[config.mk]
export PLATFORM = sky130hd
export DESIGN_NAME = pcle_down_timer_flat
export DESIGN_NICKNAME = d
export VERILOG_FILES = /design/src/rtl/pcle_pkg.sv /design/src/rtl/pcle_down_timer_if.sv /design/src/rtl/pcle_dec_stage.sv /design/src/rtl/pcle_down_timer.sv /design/src/flat_wrapper.sv
export SDC_FILE = /design/constraint.sdc
export NUM_CORES = 1
export LEC_CHECK = 0
export ABC_AREA = 1
export BUFFER_PORTS_ARGS = -buffer_cell sky130_fd_sc_hd__clkbuf_2
export CORE_UTILIZATION = 52
export DETAILED_ROUTE_END_ITERATION = 7
export PLACE_DENSITY = 0.77
export SLEW_MARGIN = 20
export SYNTH_ARGS = -nofsm -noshare
export SYNTH_HDL_FRONTEND = slang
export SYNTH_SLANG_ARGS = --single-unit
[constraint.sdc]
create_clock -name clk -period 2 [get_ports clk]
set_clock_uncertainty 0.2 [all_clocks]
set_input_delay 0.1 -clock clk [delete_from_list [all_inputs] [get_ports clk]]
set_output_delay 0.1 -clock clk [all_outputs]
set_load 0.01 [all_outputs]
[src/rtl/pcle_pkg.sv]
// pcle_pkg: shared types and defaults for the pcle down-timer slice.
package pcle_pkg;
   typedef enum logic [1:0] {IDLE = 2'b00, RUN = 2'b01, DONE = 2'b10} timer_state_t;
   localparam int PCLE_DEF_WIDTH = 8;
endpackage

[src/rtl/pcle_down_timer_if.sv]
// pcle_down_timer_if: control/status bundle of the down-timer.
interface pcle_down_timer_if import pcle_pkg::*; #(parameter int WIDTH = PCLE_DEF_WIDTH);
   logic             load;
   logic [WIDTH-1:0] load_val;
   logic             cnt_en;
   logic             inhibit;
   logic             auto_reload;
   logic [WIDTH-1:0] count;
   logic             bout;
   logic             tc;
   logic             busy;
   modport master (output load, load_val, cnt_en, inhibit, auto_reload,
                   input  count, bout, tc, busy);
   modport slave  (input  load, load_val, cnt_en, inhibit, auto_reload,
                   output count, bout, tc, busy);
endinterface

[src/rtl/pcle_dec_stage.sv]
// pcle_dec_stage: combinational ripple decrementer; a bit toggles when all lower bits are zero.
module pcle_dec_stage #(parameter int WIDTH = 8) (
   input  logic [WIDTH-1:0] q,
   input  logic             en,
   output logic [WIDTH-1:0] q_next,
   output logic             borrow
);
   genvar i;
   for (i = 0; i < WIDTH; i++) begin : g_bit
      if (i == 0) begin : g_lsb
         assign q_next[i] = q[i] ^ en;
      end else begin : g_upper
         assign q_next[i] = q[i] ^ (en & ~|q[i-1:0]);
      end
   end
   assign borrow = en & ~|q;
endmodule

[src/rtl/pcle_down_timer.sv]
// pcle_down_timer: loadable down-counter with cascadable borrow and one-shot/auto-reload expiry.
module pcle_down_timer import pcle_pkg::*; #(parameter int WIDTH = PCLE_DEF_WIDTH) (
   input logic              clk,
   input logic              rst_n,
   pcle_down_timer_if.slave bus
);
   timer_state_t     state_q, state_d;
   logic [WIDTH-1:0] count_q, count_d, reload_q, reload_d, q_next;
   logic             tc_q, tc_d, dec, borrow;
   assign dec = bus.cnt_en & ~bus.inhibit & ~bus.load & (state_q == RUN);
   pcle_dec_stage #(.WIDTH(WIDTH)) u_dec (
      .q      (count_q),
      .en     (dec),
      .q_next (q_next),
      .borrow (borrow)
   );
   // expiry (borrow) replaces the wrap below zero
   always_comb begin
      count_d  = count_q;
      reload_d = reload_q;
      state_d  = state_q;
      tc_d     = 1'b0;
      if (bus.load) begin
         count_d  = bus.load_val;
         reload_d = bus.load_val;
         state_d  = RUN;
      end else if (borrow) begin
         tc_d    = 1'b1;
         count_d = bus.auto_reload ? reload_q : count_q;
         state_d = bus.auto_reload ? RUN : DONE;
      end else if (dec) begin
         count_d = q_next;
      end
   end
   always_ff @(posedge clk or negedge rst_n) begin
      if (!rst_n) begin
         count_q  <= '0;
         reload_q <= '0;
         state_q  <= IDLE;
         tc_q     <= 1'b0;
      end else begin
         count_q  <= count_d;
         reload_q <= reload_d;
         state_q  <= state_d;
         tc_q     <= tc_d;
      end
   end
   assign bus.count = count_q;
   assign bus.bout  = borrow;
   assign bus.tc    = tc_q;
   assign bus.busy  = (state_q == RUN);
endmodule

[src/flat_wrapper.sv]
// flat-port wrapper written by rule: the top's interface ports become plain ports
module pcle_down_timer_flat import pcle_pkg::*;
#(parameter int WIDTH = PCLE_DEF_WIDTH)
  (clk, rst_n, bus_load, bus_load_val, bus_cnt_en, bus_inhibit, bus_auto_reload, bus_count, bus_bout, bus_tc, bus_busy);
  pcle_down_timer_if #(.WIDTH(WIDTH)) bus_i ();
  input logic clk;
  input logic rst_n;
  input wire logic [$bits(bus_i.load)-1:0] bus_load;
  input wire logic [$bits(bus_i.load_val)-1:0] bus_load_val;
  input wire logic [$bits(bus_i.cnt_en)-1:0] bus_cnt_en;
  input wire logic [$bits(bus_i.inhibit)-1:0] bus_inhibit;
  input wire logic [$bits(bus_i.auto_reload)-1:0] bus_auto_reload;
  output wire logic [$bits(bus_i.count)-1:0] bus_count;
  output wire logic [$bits(bus_i.bout)-1:0] bus_bout;
  output wire logic [$bits(bus_i.tc)-1:0] bus_tc;
  output wire logic [$bits(bus_i.busy)-1:0] bus_busy;
  assign bus_i.load = bus_load;
  assign bus_i.load_val = bus_load_val;
  assign bus_i.cnt_en = bus_cnt_en;
  assign bus_i.inhibit = bus_inhibit;
  assign bus_i.auto_reload = bus_auto_reload;
  assign bus_count = bus_i.count;
  assign bus_bout = bus_i.bout;
  assign bus_tc = bus_i.tc;
  assign bus_busy = bus_i.busy;
  pcle_down_timer #(.WIDTH(WIDTH)) u_core (.clk(clk), .rst_n(rst_n), .bus(bus_i));
endmodule
**Word-level counts from Yosys, hierarchy flattened**

Index checks and enable logic that the tools add are counted.

- Bits in registers: 19
- Bits in latches: 0
- RAM bits: 0
- Memory bits (read-only): 0
- Bits of input ports: 14
- Word-level logic and storage cells: 54
- Memories: 0

- Add/sub/neg operators: 0
- Multipliers: 0
- Div/mod/pow operators: 0
- Magnitude comparators: 0
- Equality and inequality tests: 2
- Shifts and indexed selects: 0
- Mux-type cells: 9
- Bitwise logic cells: 21
- Reduce and logical (&&, ||, !) cells: 18

Operators by type and width:

| operator | number |
|---|---|
| 8-bit two-way mux | 4 |
| 1-bit AND | 11 |
| 1-bit logical NOT | 8 |
| 8-bit OR reduction | 1 |
| 1-bit bitwise XOR | 8 |
| 7-bit OR reduction | 1 |
| 2-bit two-way mux | 3 |
| 6-bit OR reduction | 1 |
| 5-bit OR reduction | 1 |
| 4-bit OR reduction | 1 |
| 3-bit != test (second input constant) | 1 |
| 3-bit nonzero test | 1 |
| 3-bit OR reduction | 1 |
| 2-bit by 1-bit == test with 1-bit output (second input constant) | 1 |
| 1-bit two-way mux | 2 |
| 1-bit NOT | 2 |
| 2-bit AND reduction | 1 |
| 2-bit nonzero test | 1 |
| 2-bit OR reduction | 1 |

**Longest topological paths before layout**

Gate-level depths: netlist (run 1).

- Word-level depth: 9
- Mapped depth: 11

**Cells and area by module**

Synthesis (run 1) repeated with hierarchy kept, for this count alone.

- Cells, all modules: 143
- Area total of the unflattened synthesis: 1,056.0 um^2

Modules (own cells, without submodules):

| module | times used | cells each | area an instance (um^2) | sequential area each (um^2) |
|---|---|---|---|---|
| pcle_down_timer | 1 | 112 | 904.6 | 475.5 |
| pcle_dec_stage | 1 | 31 | 151.4 | 0.0 |

**Least setup slack after synthesis (run 1)**

OpenSTA, ideal clock, no wires.

- Path type: reg-to-reg
- Start point: register u_core.count_q[1] (netlist: u_core.bus.count[1])
- End point: register u_core.count_q[5] (netlist: u_core.bus.count[5])
- Arrival time: 1.272 ns
- Setup slack: 0.412 ns
- Stages on the path, launching flop included: 10
- Path buffers: 1
- Cells stage by stage: dfrtp_1 > nor2_1 > nand2_1 > nor2_1 > nand3_1 > nand2_2 > buf_6 > nand2_1 > nand2_1 > nand2_1

- Longest elaborated chain between the ends: 7
- Elaborated cells on any way between the ends: 13

RTL lines:

| what | RTL line | RTL |
|---|---|---|
| start: declaration | pcle_down_timer.sv:8 | `logic [WIDTH-1:0] count_q, count_d, reload_q, reload_d, q_next;` |
| start signal: assignment | pcle_down_timer.sv:42 | `count_q <= count_d;` |
| 5-bit OR reduction | pcle_dec_stage.sv:13 | `assign q_next[i] = q[i] ^ (en & ~\|q[i-1:0]);` |
| 1-bit logical NOT | pcle_dec_stage.sv:13 |  |
| 1-bit AND | pcle_dec_stage.sv:13 |  |
| 1-bit bitwise XOR | pcle_dec_stage.sv:13 |  |
| 8-bit two-way mux | pcle_down_timer.sv:31 | `end else if (dec) begin` |
| 8-bit two-way mux | pcle_down_timer.sv:27 | `end else if (borrow) begin` |
| 8-bit two-way mux | pcle_down_timer.sv:23 | `if (bus.load) begin` |

Parallel ways exist; a longest one is shown, timed or not. The select of a mux whose other input is x is not followed.
A chain may end at the register's enable or synchronous reset.

**Worst setup path in the final report (run 1)**

- Start point: register u_core.count_q[1] (netlist: u_core.bus.count[1])
- End point: output port bus_bout

- Longest elaborated chain between the ends: 3

RTL lines:

| what | RTL line | RTL |
|---|---|---|
| 8-bit OR reduction | pcle_dec_stage.sv:16 | `assign borrow = en & ~\|q;` |
| 1-bit logical NOT | pcle_dec_stage.sv:16 |  |
| 1-bit AND | pcle_dec_stage.sv:16 |  |
| end: declaration | flat_wrapper.sv:14 | `output wire logic [$bits(bus_i.bout)-1:0] bus_bout;` |

Every way passes these cells.

==> results of run 1 <==
## what timing repair did
item | in CTS | in global routing
hold endpoints to repair | 32 | 0
setup buffers | 1 | 0
hold buffers | 19 | 0
pin swaps | 1 | 0
endpoints found under the setup margin | 1 | 1
gates resized for setup | 0 | 1
## registers in the layout (all words and copies together), names as in the netlist
signal	cells
u_core.reload_q	8
u_core.state_q	2
u_core.bus.tc	1
u_core.bus.count	8
## metrics by stage
stage	utilization	setup slack [ps]	std cells
after global routing	0.735	1.58	224
after global placement	0.618	188	200
after CTS	0.732	145	224
after floorplan	-	412	151
final	0.735	155	224
after detailed placement	0.618	201	200
## synth_stat cells
cell type | n | area, um^2
dfrtp_1 | 19 | 475
nor2_8 | 1 | 20.0
nand4_1 | 2 | 12.5
nand3_1 | 9 | 45.0
nor3_1 | 1 | 5.00
xor2_1 | 1 | 8.76
nand2_1 | 79 | 297
o21ai_0 | 4 | 20.0
buf_6 | 2 | 22.5
o21a_1 | 1 | 7.51
nand3_2 | 1 | 10.0
inv_6 | 1 | 8.76
inv_1 | 13 | 48.8
nor2_1 | 8 | 30.0
ha_1 | 1 | 12.5
nand3_4 | 1 | 17.5
buf_2 | 1 | 5.00
inv_2 | 2 | 7.51
nand2_2 | 4 | 25.0
## layout by cell type (no fill, tap or decap)
cell type,n
ha_1,1
o21ai_0,4
dlygate4sd3_1,19
nor2_8,1
clkbuf_4,3
nand3_4,1
nand3_1,9
nand3_2,1
inv_6,1
nand2_4,1
xor2_1,1
nand4_1,2
inv_1,13
clkbuf_2,24
clkbuf_1,1
nor2_1,8
dfrtp_1,19
nand2_1,79
inv_2,2
nor3_1,1
nand2_2,3
buf_4,2
o21a_1,1
## worst min-delay path by stage
stage | slack, ps | start | to | cells past startpoint
floorplan | -400 | rst_n | u_core.bus.count[0] | 0
global placement | -120 | rst_n | u_core.state_q[1] | 1
detailed placement | -120 | rst_n | u_core.state_q[1] | 1
CTS | 90 | rst_n | u_core.state_q[1] | 2
global route | 140 | rst_n | u_core.state_q[1] | 2
finish | 80 | rst_n | u_core.bus.count[3] | 2
## cell type report
cell class | instances | area [um^2]
fill | 180 | 520
multi-input combinational | 113 | 515
sequential | 19 | 475
timing repair buffer | 45 | 325
inverter | 16 | 65.1
tap | 27 | 33.8
clock buffer | 4 | 26.3
## cell families after synthesis
logic type,synth area share
buffers and inverters,0.0858
AO/OA/AOI/OAI,0.0255
AND/OR/NAND/NOR,0.428
flip-flops,0.441
adder cells (fa/ha/maj),0.0116
XOR/XNOR,0.00812
## report_power, final
| part | leakage [nW] | internal, mW | switching [mW] |
|---|---|---|---|
| sequential | 0.238 | 0.431 | 0.0386 |
| combinational | 0.599 | 0.128 | 0.181 |
| clock | 0.0150 | 0.0777 | 0.114 |
## metal layers
layer,up-vias,part of all wire,GRT usage
met2,28,0.49,0.392
li1,551,-,-
met3,5,0.035,0.0415
met4,0,0.011,0.0833
met5,-,0,0
met1,485,0.46,0.335
==> results.toml, run 1 <==
[run_status]
status = "finished clean"

[synthesis]
postSynthCellCount = 151
synth-seq-cells = 19
syn_area_um2 = 1080
ys_seq_area_frac = 0.441
syn_area_per_cell_um2 = 7.14
synthesis.nets = 166
yosysUniqueCellTypes = 19
ys_warn_count = 0

[timing]
clock.fmax_mhz = 542
maxSlewHeadroom = 0.676
setup_tns_ps = 0
timing.final.crit_share = 0.923
setup_viol = 0
finalMaxSlewViolations = 0
tightest_slew_ps = 486
min_period_ps = 1850
fin_hold_ws_ps = 82.5
hold_viol = 0
grt_setup_unrepaired = "no"

[worst_setup_path]
r2r.worst_path.cells = 8
crit_path_cell_trace = "nor2_1 -> nand2_1 -> nor2_1 -> nand3_2 -> inv_2 -> clkbuf_2"
slowest_stage = "dfrtp_1"
crit_path_max_incr_delay_ps = 430
cpMostUsedCell = "nor2_1"
reg2reg_to = "u_core.bus.count[4]"
required_ps = 1700
crit_path_start = "u_core.bus.count[1]"
cp.depth = 6
cp-start-kind = "flip-flop"
reg2reg_from = "u_core.bus.count[1]"
crit_end = "bus_bout"
worstPathArrival_ps = 1550
worstSetupEndpointType = "output port"
crit_type = "flip-flop to output port"
cpLargestDelayFamily = "simple AND/OR/NAND/NOR gates"
worstPathBufferInverterCount = 2
rrSetupSlack_ps = 220
critPathMaxFanout = 4

[power_and_ir_drop]
power_uw = 970
ir_drop_mv = 0.418
p_leak_nw = 0.852
powerDensity_nw_per_um2 = 673

[floorplanning]
ios = 25
dieArea_um2 = 2260
start_util = 0.550
rows = 16
die-width_um = 47.5
die_y_um = 47.5
core_area_um2 = 1960

[grt]
grt_first_pass_wirelength_um = 3820
grt_antenna_before_repair = 0
grt_use_total = 0.244
grt-ovfl-total = 0
grt_max_degree = 20
grt_pass1_vias = 892

[route]
dr.pass1.iters = 4
drt_wl_total_um = 2480
vias_per_cell = 4.77
dr.first_iter.drc_count = 24
wire_per_inst_um = 11.1
drcViolationCount = 0
num_vias = 1069
ant_nets = 0

[cts]
cts_tree = "done"
clkTransAtPathRegs_ps = 100
cts_buffer_depth = 2
tritoncts.num_buffers = 3
clock_sinks = 19
clk_latency_ps = 290
cts_max_level = 1
cts-root-buf = "clkbuf_4"

[finish]
synthToLayoutAreaGrowth_pct = 33.6
drive_gt1_frac = 0.198
nNetsFinal = 213
diodes = 0
fin_area_um2 = 1440

[placed_design]
portBuffers = 24
dp_hpwl_um = 1610
gp_congestion = 0.783
place_area_um2 = 1210

[run]
max-cap-violations = 0

[min_path]
hp-class = "input pin to async pin"
No activity file was read; power rests on OpenSTA's default activity.
==> inputs of run 2 (changes only) <==
clock period = 2.1 ns   (was 2 ns; I/O delays follow)
==> results.toml, run 2 (same netlist as run 1, synthesis figures left out) <==
[timing]
tightest_slew_ps = 486
min_period_ps = 1910
clock.fmax_mhz = 525
maxSlewHeadroom = 0.676
fin_hold_ws_ps = 30.9
setup_tns_ps = 0
timing.final.crit_share = 0.908
setup_viol = 0
finalMaxSlewViolations = 0
grt_setup_unrepaired = "no"
hold_viol = 0

[route]
dr.pass1.iters = 5
drcViolationCount = 0
wl_met2_um = 1210
ant_nets = 0
drt_wl_total_um = 2480
wl_met1_um = 1110
wire_per_inst_um = 11.5
dr.first_iter.drc_count = 27
vias_per_cell = 4.94
wl_met3_um = 120
num_vias = 1063
highest_layer = "met4"

[worst_setup_path]
required_ps = 1790
worstPathArrival_ps = 1600
reg2reg_from = "u_core.bus.count[5]"
cp-start-kind = "flip-flop"
crit_type = "flip-flop to output port"
worstSetupEndpointType = "output port"
crit_path_start = "u_core.bus.count[1]"
rrSetupSlack_ps = 240
critPathMaxFanout = 4

[finish]
nFillCells = 197
drive_gt1_frac = 0.207
final_common_cell = "nand2_1"
nNetsFinal = 204
multi_input_area_um2 = 510
layoutNonFillerInstCount = 215
fin_area_um2 = 1350
diodes = 0
regArea_um2 = 475
final_cell_mix = "nand2_1, clkbuf_2, dfrtp_1"
synthToLayoutAreaGrowth_pct = 24.8

[placed_design]
dp_hpwl_um = 1620
post-place-cells = 199
portBuffers = 24
gp_congestion = 0.774
place_area_um2 = 1200

[cts]
clock_sinks = 19
cts_buffer_depth = 2
clk_latency_ps = 300
cts_resized = 0
cts-root-buf = "clkbuf_4"
tritoncts.num_buffers = 3
clkTransAtPathRegs_ps = 110
cts_max_level = 1
cts_tree = "done"

[grt]
grt_use_total = 0.244
grt_pass1_vias = 871
grt_antenna_before_repair = 0
grt-ovfl-total = 0
grt_first_pass_wirelength_um = 3690
grt_max_degree = 20

[power_and_ir_drop]
ir_drop_mv = 0.490
powerDensity_nw_per_um2 = 677
p_leak_nw = 0.808
power_uw = 911

[floorplanning]
start_util = 0.550
core_area_um2 = 1960
die-width_um = 47.5
ios = 25
die_y_um = 47.5
dieArea_um2 = 2260
rows = 16

[run_status]
status = "finished clean"

[run]
max-cap-violations = 0

[min_path]
min-delay-start = "bus_load"
hp-class = "input pin to flip-flop"
==> run 2: worst max-delay path: stages (launching register included) <==
cell and delay [ps]:
dfrtp_1 430, nor2_1 160, nand2_1 120, nor2_1 240
nand3_2 140, inv_2 80, clkbuf_2 120
==> run 2: area by class of cell <==
cell class	instances	share of cell area
timing repair buffer	36	0.175
inverter	16	0.0483
clock buffer	4	0.0195
sequential	19	0.353
tap	27	0.0251
multi-input combinational	113	0.379
==> run 2: power by group <==
part / total, mW / switching (mW) / internal, mW / leakage [nW]
sequential: 0.446 / 0.0364 / 0.410 / 0.238
clock: 0.190 / 0.116 / 0.0741 / 0.0150
combinational: 0.275 / 0.172 / 0.103 / 0.555
total: 0.911 / 0.325 / 0.587 / 0.808
==> run 2: final timing paths <==
| check | to | cells after the start |
|---|---|---|
| worst max-delay path | bus_bout | 6 |
| worst min-delay path | u_core.reload_q[3] | 3 |
| worst max register to register | u_core.bus.count[4] | 8 |
| worst min register to register | u_core.reload_q[5] | 2 |
| max in group asynchronous | u_core.bus.count[6] | 2 |
| min in group asynchronous | u_core.state_q[1] | 2 |
==> run 2: timing repair <==
item,4_1_cts,5_1_grt
setup endpoints to repair,0,1
setup buffers,0,2
hold endpoints to repair,31,0
hold buffers,10,0
==> run 2: per-stage QoR <==
step | utilization | setup slack, ps
detailed placement | 0.614 | 287
global route | 0.686 | 43.5
floorplan | - | 512
CTS | 0.679 | 68.1
global placement | 0.614 | 308
finish | 0.686 | 194
==> run 2: metal layers <==
metal  vias to the layer above  global-route usage
met3                         5              0.0377
met5                         -                   0
li1                        535                   -
met1                       489               0.300
met4                         0               0.100
met2                        34               0.427
==> inputs of run 3 (changes only) <==
ABC_AREA = default   (was 1)
PLACE_DENSITY = 0.78   (was 0.77)
==> results.toml, run 3 <==
[route]
drt_wl_total_um = 2540
dr.pass1.iters = 4
vias_per_cell = 6.19
num_vias = 996
wire_per_inst_um = 15.8
ant_nets = 0
drcViolationCount = 0
dr.first_iter.drc_count = 41

[synthesis]
postSynthCellCount = 96
synth_edf_count = 0
synth_top_area_frac = 0.453
async_reset_ff_frac = 1.00
syn_area_per_cell_um2 = 10.9
synthesis.nets = 111
yosysUniqueCellTypes = 41
yosysTopAreaCell = "dfrtp_1"
synth_common_cells = "dfrtp_1, inv_1"
synth_most_common_cell = "dfrtp_1"
ys_warn_count = 0
synth-seq-cells = 19
synth_flop_cell = "dfrtp_1"
syn_area_um2 = 1050
ys_seq_area_frac = 0.453
synth_area_leaders = "dfrtp_1, mux2_2, nor4_4, inv_1, a221oi_1"

[floorplanning]
die-width_um = 46.9
ios = 25
die_y_um = 46.9
core_area_um2 = 1800
start_util = 0.583
rows = 15
dieArea_um2 = 2200

[worst_setup_path]
crit_type = "flip-flop to output port"
required_ps = 1790
worstPathArrival_ps = 1670
crit_path_max_incr_delay_ps = 460
cpLargestDelayFamily = "flip-flops"
cp-start-kind = "flip-flop"
critPathMaxFanout = 8
slowest_stage = "dfrtp_1"
crit_path_cell_trace = "nor4_4 -> buf_4 -> nand4_4 -> clkinv_4 -> clkbuf_2"
worstSetupEndpointType = "output port"
worstPathBufferInverterCount = 3

[placed_design]
gp_congestion = 0.772
portBuffers = 24
dp_hpwl_um = 1750

[timing]
setup_tns_ps = 0
maxSlewHeadroom = 0.690
fin_hold_ws_ps = 67.8
grt_setup_unrepaired = "no"
min_period_ps = 1980
tightest_slew_ps = 466
clock.fmax_mhz = 506
finalMaxSlewViolations = 0
setup_viol = 0
timing.final.crit_share = 0.941
hold_viol = 0

[min_path]
hp-class = "input pin to async pin"

[grt]
grt-ovfl-total = 0
grt_antenna_before_repair = 0
grt_use_total = 0.258
grt_max_degree = 20
grt_pass1_vias = 918
grt_first_pass_wirelength_um = 3970

[power_and_ir_drop]
ir_drop_mv = 0.622
power_uw = 873
powerDensity_nw_per_um2 = 641
p_leak_nw = 0.616

[cts]
cts-root-buf = "clkbuf_4"
clk_latency_ps = 300
cts_tree = "done"
cts_max_level = 1
clock_sinks = 19
cts_buffer_depth = 2
tritoncts.num_buffers = 3
clkTransAtPathRegs_ps = 110

[run]
max-cap-violations = 0

[finish]
final_cell_mix = "clkbuf_2, dfrtp_1, dlygate4sd3_1"
final_common_cell = "clkbuf_2"
synthToLayoutAreaGrowth_pct = 29.7
nNetsFinal = 152
diodes = 0
nFillCells = 135
drive_gt1_frac = 0.324

[run_status]
status = "finished clean"
==> run 3: cell types whose count changed in the layout (fill, tap and decap cells not counted), moves of 4 or more <==
cell / delta
inv_1: -5
nor2_1: -4
mux2_2: +4
nand2_2: -4
nand3_1: -8
nand2_1: -75
==> run 3: worst paths after layout <==
| check | startpoint | slack, ps | cells past startpoint | end |
|---|---|---|---|---|
| max | u_core.bus.count[5] | 120 | 5 | bus_bout |
| min | rst_n | 70 | 2 | u_core.bus.tc |
| max reg2reg | u_core.bus.count[0] | 190 | 5 | u_core.bus.count[6] |
| min reg2reg | u_core.reload_q[2] | 330 | 1 | u_core.reload_q[2] |
| max in group asynchronous | rst_n | 1310 | 2 | u_core.bus.count[0] |
| min in group clk | bus_cnt_en | 160 | 4 | u_core.bus.tc |
==> run 3: cell families after synthesis <==
| group | count (synthesis) | synth area share |
|---|---|---|
| AO/OA/AOI/OAI | 34 | 0.247 |
| adder cells (fa/ha/maj) | 1 | 0.0119 |
| buffers and inverters | 13 | 0.0512 |
| flip-flops | 19 | 0.453 |
| multiplexers | 4 | 0.0429 |
| AND/OR/NAND/NOR | 25 | 0.194 |
==> run 3: stage by stage <==
stage                     setup slack, ps   util  area (um^2)  cells
after global placement                255  0.675         1220    145
after global routing                 68.4  0.756         1360    161
after CTS                            5.56  0.751         1350    160
final                                 125  0.756         1360    161
after floorplan                       287      -         1050     96
after detailed placement              205  0.675         1220    145
==> run 3: area by class of cell <==
type | instances | area (um^2) | share of cell area
Multi-Input combinational cell | 64 | 520 | 0.382
Sequential cell | 19 | 475 | 0.349
Timing Repair Buffer | 40 | 268 | 0.197
Inverter | 9 | 38.8 | 0.0285
Tap cell | 25 | 31.3 | 0.0230
Clock buffer | 3 | 22.5 | 0.0165
Clock inverter | 1 | 5.00 | 0.00368
==> run 3: repair_timing <==
item	4_1_cts	5_1_grt
buffers inserted	0	1
hold buffers	11	0
resized for setup	0	0
hold endpoints to repair	35	0
endpoints found under the setup margin	0	1
==> run 3: metal layers <==
metal | global-route usage | up-vias | part of all wire
li1 | - | 465 | -
met1 | 0.334 | 485 | 0.45
met2 | 0.425 | 42 | 0.48
met3 | 0.0462 | 4 | 0.052
met4 | 0.109 | 0 | 0.016
met5 | 0 | - | 0
==> run 3: report_power, final <==
group | internal [mW] | total (mW) | leakage, nW | switching, mW
clock network | 0.0711 | 0.189 | 0.0177 | 0.118
logic | 0.110 | 0.227 | 0.366 | 0.117
registers | 0.402 | 0.457 | 0.232 | 0.0554
